### config.mk
export PLATFORM = sky130hd
export DESIGN_NAME = uart_tx_frame
export DESIGN_NICKNAME = d
export VERILOG_FILES = /design/src/rtl/uart_pkg.sv /design/src/rtl/uart_tx_bit_timer.sv /design/src/rtl/uart_tx_frame.sv
export SDC_FILE = /design/constraint.sdc
export NUM_CORES = 1
export LEC_CHECK = 0
export CORE_ASPECT_RATIO = 1.2
export CORE_UTILIZATION = 45
export CTS_CLUSTER_SIZE = 30
export DETAILED_ROUTE_END_ITERATION = 16
export HOLD_SLACK_MARGIN = 0.02
export PLACE_DENSITY = 0.68
export SLEW_MARGIN = 0
export SYNTH_ARGS = -nofsm -noshare
export SYNTH_HDL_FRONTEND = slang
export SYNTH_SLANG_ARGS = --single-unit
### constraint.sdc
create_clock -name clk -period 3.9 [get_ports clk]
set_clock_uncertainty 0.05 [all_clocks]
set_input_delay 0.585 -clock clk [delete_from_list [all_inputs] [get_ports clk]]
set_output_delay 0.585 -clock clk [all_outputs]
set_load 0.01 [all_outputs]
### src/rtl/uart_pkg.sv
// Shared UART definitions: TX state encoding, parity selectors, line levels.
package uart_pkg;

  typedef enum logic [2:0] {
    IDLE,
    START,
    DATA,
    PARITY,
    STOP
  } tx_state_t;

  localparam logic PAR_EVEN  = 1'b0;
  localparam logic PAR_ODD   = 1'b1;

  localparam logic LINE_IDLE = 1'b1;
  localparam logic START_BIT = 1'b0;

endpackage

### src/rtl/uart_tx_bit_timer.sv
// Bit-period timer for the UART transmitter.
// Counts 0..prescale-1 and pulses bit_done on the last cycle of each bit.
module uart_tx_bit_timer #(
  parameter int PRESCALE_WIDTH = 6
) (
  input  logic                      clk,
  input  logic                      rst,
  input  logic                      clear,
  input  logic [PRESCALE_WIDTH-1:0] prescale,
  output logic                      bit_done
);

  logic [PRESCALE_WIDTH-1:0] count;

  assign bit_done = (count == (prescale - PRESCALE_WIDTH'(1)));

  // Free-running bit counter, held at zero while cleared and wrapped at each bit boundary.
  always_ff @(posedge clk or posedge rst) begin
    if (rst) begin
      count <= '0;
    end else if (clear || bit_done) begin
      count <= '0;
    end else begin
      count <= count + PRESCALE_WIDTH'(1);
    end
  end

endmodule

### src/rtl/uart_tx_frame.sv
// UART frame transmitter: start bit, DATA_WIDTH data bits LSB first,
// optional parity bit, one stop bit. Each bit lasts `prescale` clocks.
// Optional feature macro: UART_TX_PARITY_EN (enables the parity bit).
module uart_tx_frame
  import uart_pkg::*;
#(
  parameter int DATA_WIDTH     = 8,
  parameter int PRESCALE_WIDTH = 6
) (
  input  logic                      clk,
  input  logic                      rst,
  input  logic [DATA_WIDTH-1:0]     p_data,
  input  logic                      data_valid,
  input  logic                      par_en,
  input  logic                      par_typ,
  input  logic [PRESCALE_WIDTH-1:0] prescale,
  output logic                      tx_out,
  output logic                      busy
);

  localparam int IDX_W = (DATA_WIDTH > 1) ? $clog2(DATA_WIDTH) : 1;

  tx_state_t                 state, state_n;
  logic [DATA_WIDTH-1:0]     data_sr, data_sr_n, data_shift;
  logic [IDX_W-1:0]          idx, idx_n;
  logic [PRESCALE_WIDTH-1:0] prescale_q, prescale_eff;
  logic                      tx_n, busy_n;
  logic                      load;
  logic                      bit_done;
  logic                      timer_clear;

`ifdef UART_TX_PARITY_EN
  logic par_en_q;
  logic par_bit_q;
  logic par_bit_calc;

  assign par_bit_calc = (par_typ == PAR_ODD) ? ~^p_data : ^p_data;
`else
  logic unused_par;

  assign unused_par = par_en ^ par_typ;
`endif

  assign prescale_eff = (prescale == '0) ? PRESCALE_WIDTH'(1) : prescale;
  assign data_shift   = data_sr >> 1;
  assign timer_clear  = (state == IDLE);

  uart_tx_bit_timer #(
    .PRESCALE_WIDTH(PRESCALE_WIDTH)
  ) u_bit_timer (
    .clk      (clk),
    .rst      (rst),
    .clear    (timer_clear),
    .prescale (prescale_q),
    .bit_done (bit_done)
  );

  // State, index and registered line outputs.
  always_ff @(posedge clk or posedge rst) begin
    if (rst) begin
      state  <= IDLE;
      idx    <= '0;
      tx_out <= LINE_IDLE;
      busy   <= 1'b0;
    end else begin
      state  <= state_n;
      idx    <= idx_n;
      tx_out <= tx_n;
      busy   <= busy_n;
    end
  end

  // Frame configuration is captured once at acceptance; the shift register advances per data bit.
  always_ff @(posedge clk or posedge rst) begin
    if (rst) begin
      data_sr    <= '0;
      prescale_q <= PRESCALE_WIDTH'(1);
`ifdef UART_TX_PARITY_EN
      par_en_q   <= 1'b0;
      par_bit_q  <= 1'b0;
`endif
    end else if (load) begin
      data_sr    <= p_data;
      prescale_q <= prescale_eff;
`ifdef UART_TX_PARITY_EN
      par_en_q   <= par_en;
      par_bit_q  <= par_bit_calc;
`endif
    end else begin
      data_sr    <= data_sr_n;
    end
  end

  // Next-state logic; line level for the upcoming cycle is decided here so tx_out stays registered.
  always_comb begin
    state_n   = state;
    data_sr_n = data_sr;
    idx_n     = idx;
    tx_n      = tx_out;
    busy_n    = busy;
    load      = 1'b0;
    case (state)
      IDLE: begin
        tx_n   = LINE_IDLE;
        busy_n = 1'b0;
        if (data_valid) begin
          load    = 1'b1;
          state_n = START;
          tx_n    = START_BIT;
          busy_n  = 1'b1;
        end
      end
      START: begin
        if (bit_done) begin
          state_n = DATA;
          idx_n   = '0;
          tx_n    = data_sr[0];
        end
      end
      DATA: begin
        if (bit_done) begin
          if (idx == IDX_W'(DATA_WIDTH - 1)) begin
`ifdef UART_TX_PARITY_EN
            if (par_en_q) begin
              state_n = PARITY;
              tx_n    = par_bit_q;
            end else begin
              state_n = STOP;
              tx_n    = LINE_IDLE;
            end
`else
            state_n = STOP;
            tx_n    = LINE_IDLE;
`endif
          end else begin
            idx_n     = idx + IDX_W'(1);
            data_sr_n = data_shift;
            tx_n      = data_shift[0];
          end
        end
      end
`ifdef UART_TX_PARITY_EN
      PARITY: begin
        if (bit_done) begin
          state_n = STOP;
          tx_n    = LINE_IDLE;
        end
      end
`endif
      STOP: begin
        if (bit_done) begin
          state_n = IDLE;
          tx_n    = LINE_IDLE;
          busy_n  = 1'b0;
        end
      end
      default: begin
        state_n = IDLE;
        tx_n    = LINE_IDLE;
        busy_n  = 1'b0;
      end
    endcase
  end

endmodule

---- Word level (Yosys, flattened, before mapping) ----
Index checks and enable logic that the tools add are counted.
storage, ports and cells
  register bits after elaboration ......... 28
  input bits .............................. 19
  output and inout bits ................... 2
  logic and storage cells ................. 60
operators by class
  add/subtract/negate cells ............... 3
  equality and inequality tests ........... 12
  multiplexer cells ....................... 25
  bitwise logic cells ..................... 1
  reduce and logical (&&, ||, !) cells .... 12
operators with widths
  operator             number
  $mux 8               4
  $mux 3               7
  $mux 6               2
  $pmux 3 s4           1
  $mux 1               8
  $ne 2x2->1 const B   4
  $add 6x1->6 const B  1
  $eq 3x3->1 const B   2
  $eq 6x6->1           1
  $logic_not 6->1      1
  $ne 2x1->1 const B   3
  $pmux 3 s2           1
  $reduce_and 3->1     2
  $reduce_bool 2->1    3
  $sub 6x1->6 const B  1
  $reduce_and 5->1     1
  $pmux 1 s4           1
  $reduce_and 4->1     1
  $add 3x1->3 const B  1
  $eq 3x1->1 const B   1
  $eq 3x2->1 const B   1
  $logic_not 3->1      1
  $pmux 1 s3           1
  $reduce_and 2->1     1
  other kinds (3)      3

---- Longest topological paths before layout ----
  depth in word-level cells ............... 5
  depth in mapped cells ................... 8
  depth with buffers taken out ............ 7

---- Modules after synthesis ----
Synthesis repeated with hierarchy kept, for this count alone.
unflattened totals
  cell total of the unflattened synthesis .. 162
  area, all modules ....................... 1645.3 µm²
modules (own cells, without submodules)
  module             instances  cells an instance  area an instance (µm²)  sequential area each (µm²)
  uart_tx_frame      1          116                1193.6                  553.0
  uart_tx_bit_timer  1          46                 451.7                   150.1

---- Worst setup path before layout ----
Ideal clock, no wire load.
  path type ............................... reg-to-reg
  from .................................... reg prescale_q[0]
  to ...................................... reg idx[0]
  library setup time ...................... 0.125 ns
  arrival ................................. 1.843 ns
  data required time ...................... 3.725 ns
  path slack .............................. 1.882 ns
  stages on the path, launching flop included .. 8
  buffers on the path ..................... 0
  clock period less this slack ............ 2.018 ns
  cell sequence ........................... dfstp_2 inv_1 ha_1 xnor2_1 nor2_1 and4_1 nand4_1 mux2_2
between the ends
  longest elaborated chain between the ends .. 4
  elaborated cells on any way between the ends .. 5
  classes of those cells .................. add/sub (1); eq/ne (3); reduce/logical (1)
ends and longest elaborated chain
  what                          RTL line                 RTL
  start, declared               uart_tx_frame.sv:26      logic [PRESCALE_WIDTH-1:0] prescale_q, prescale_eff;
  start signal, assigned        uart_tx_frame.sv:84      prescale_q <= prescale_eff;
  $sub 6x1->6 *                 uart_tx_bit_timer.sv:15  assign bit_done = (count == (prescale - PRESCALE_WIDTH'(1)));
  $eq 6x6->1 *                  uart_tx_bit_timer.sv:15
  $ne 2x1->1 (no line)          --
  $reduce_and 4->1 (no line) *  --
  end signal, assigned          uart_tx_frame.sv:67      idx <= idx_n;
  end, declared                 uart_tx_frame.sv:25      logic [IDX_W-1:0] idx, idx_n;
Every way passes the cells marked *; elsewhere a longest branch is shown, timed or not.
A chain may end at the register's enable or synchronous reset.

---- Final worst setup path ----
Same ends and word-level chain as after synthesis.

==> metrics <==
status completed; final antenna diode count 0; largest net degree at the start of global routing 29; Resized cells post-CTS 0; Area contributors post-synth dfrtp_1 (42%), nand2_1 (4.9%), nor2_1 (4.9%); number of I/O pins 21; post-synthesis instance total 167; drt total wl ~2800 um; Power Density 707 nW/um^2; Via density 5.64; crit path max fanout 14; layout cells sized above 1 0.0761; maxcap violations 0; Synth Warn # 0; clk_lat worst skew 0.32 ns; Leakage roughly 0.75 nW; Worst Max-Slew Pin Slew 1.03 ns; initial drt markers 47; H-tree levels 1; total number of vias 1241; syn nets 190; first-pass GRT wire length 5150 um; f_max 0.392 GHz; share of the synthesized area in the top cell type 0.422; Final #Nets 208; most numerous cell in the Yosys netlist dfrtp_1; Avg Cell Area, Syn slightly above 9 sq um; CP Launch Type flip-flop; RSZ-0062 raised after global routing no; Placer Congestion 0.808; number of global-route vias before repair 1218; Top FF cell, synth dfrtp_1; Max VDD drop 0.000500 V; CTS tree yes; post-synthesis sequential area ratio 0.456; endpoints failing hold 0; worst hold-check path type reg2reg; most instantiated cells after synthesis dfrtp_1 (26), nand2_1 (20), nor2_1 (20), o21ai_0 (15); Synth area leader dfrtp_1; Worst Setup Path Type reg2reg; # hold bufs at CTS 0; Final ANT Viol Nets 0; Yosys reg bits 28; Slew Limit Fails 0; Rows 22; # setup viols final 0; CTS Buf Count 3; area delta synth->final 14.5%; Worst Path Required slightly above 4 ns; CTS max path bufs 2; initial antenna violation count 0; CTS Sinks 28; EDFF count, synth 0; CP Data Arrival Time 2.72 ns; Slew HR 0.311; input/output buffers 18; clk slew on worst S/H paths 0.14 ns; part of the cycle the worst path needs 0.654; Mapped Area 1540 sq um; Core ar. 3170 sq um; Die ar. 3670 sq um; grt ovf 0; fin util 0.558; Crit. End Element flip-flop; setup TNS 0 ns; TritonRoute pass-1 iters 4; ys async rst share 1.00; Post-CTS Setup Inserts 0; dpl hpwl ~2200 um; Place WS 1.38 ns; Initial Util 0.487; Unique masters post-synth 35; final worst slack roughly 1.3 ns; Die Width 55.5 um; Tmin final 2.55 ns; Avg WL per Cell 12.9 um; DR DRC count 0; CTS Root Cell clkbuf_4; Die H 66.1 um; GRT Total Usage 0.174
per-layer routing:
metal,global-route usage,wire (um),vias up
met2,0.322,1440,18
li1,-,-,618
met5,0,0,-
met1,0.211,1290,599
met3,0.0254,69,6
met4,0.0469,34,0
logic make-up (layout without fill, tap and decap cells):
group	Yosys count	count (layout)	synth area share
buf+inv	15	32	0.0422
xor+xnor	14	14	0.0844
compound gates	32	32	0.132
fa+ha+maj	4	4	0.0324
flops	28	28	0.456
simple gates	70	70	0.225
mux	4	4	0.0276
state kept, by name, summed over array words and instances, names as in the netlist:
signal and count:
idx 3, state 3, u_bit_timer.count 6, data_sr 8
prescale_q 6, tx_out 1, busy 1
power breakdown:
group / total [mW] / switching [mW] / internal [mW]
sequential: 0.531 / 0.112 / 0.420
clock: 0.118 / 0.0776 / 0.0400
combinational: 0.599 / 0.333 / 0.267
total: 1.25 / 0.522 / 0.726
metrics by stage:
stage	power, mW	std cells	cell area [sq um]	hold WS (ns)
after global placement	1.11	216	1740	0.445
final	1.25	220	1770	0.463
after global routing	1.36	220	1770	0.504
after CTS	1.26	220	1770	0.460
after detailed placement	1.14	216	1740	0.441
after floorplan	1.00	167	1540	0.416
final cells by class:
| cell class | instances | area (sq um) |
|---|---|---|
| Timing Repair Buffer | 18 | 180 |
| Sequential cell | 28 | 703 |
| Tap cell | 36 | 45.0 |
| Multi-Input combinational cell | 124 | 774 |
| Clock buffer | 4 | 26.3 |
| Inverter | 10 | 37.5 |
| Fill cell | 309 | 1400 |
final timing paths:
path                                 startpoint              endpoint  slack [ns]  cells after the start
min                        u_bit_timer.count[0]  u_bit_timer.count[0]        0.46                      1
min reg2reg                u_bit_timer.count[0]  u_bit_timer.count[0]        0.46                      1
min in group asynchronous                   rst  u_bit_timer.count[5]        0.77                      2
max reg2reg                       prescale_q[0]                idx[0]        1.35                      7
max                               prescale_q[0]                idx[0]        1.35                      7
max in group asynchronous                   rst            data_sr[4]        2.42                      2
layout by cell type (no fill, tap or decap):
cell type	Yosys	final
nand3_1	4	4
nor3_1	5	5
nor2b_1	1	1
and2_2	1	1
a21oi_1	5	5
or2_2	1	1
clkbuf_1	3	1
ha_1	4	4
mux2_2	2	2
nor2_4	1	1
inv_1	10	10
and4_1	1	1
dfrtp_1	26	26
xnor2_1	6	6
nand2b_1	2	2
mux2i_1	2	2
clkdlybuf4s50_1	0	18
nor3b_1	1	1
nand4bb_1	1	1
xnor2_2	1	1
nand4_1	10	10
o31ai_1	1	1
o21ai_0	15	15
o32ai_2	1	1
a211o_1	1	1
xor2_1	7	7
a31oi_1	7	7
nor2_1	20	20
clkbuf_4	0	3
a22o_4	1	1
nand2_1	20	20
dfstp_2	2	2
or4_1	1	1
or4_4	1	1
a32o_1	1	1
worst max-delay path, stage by stage (launching register included):
cell and delay, ns:
dfstp_2 0.59, inv_1 0.06, ha_1 0.30, xnor2_1 0.13
nor2_1 0.13, and4_1 0.54, nand4_1 0.32, mux2_2 0.35
(Power assumes the default switching activity.)
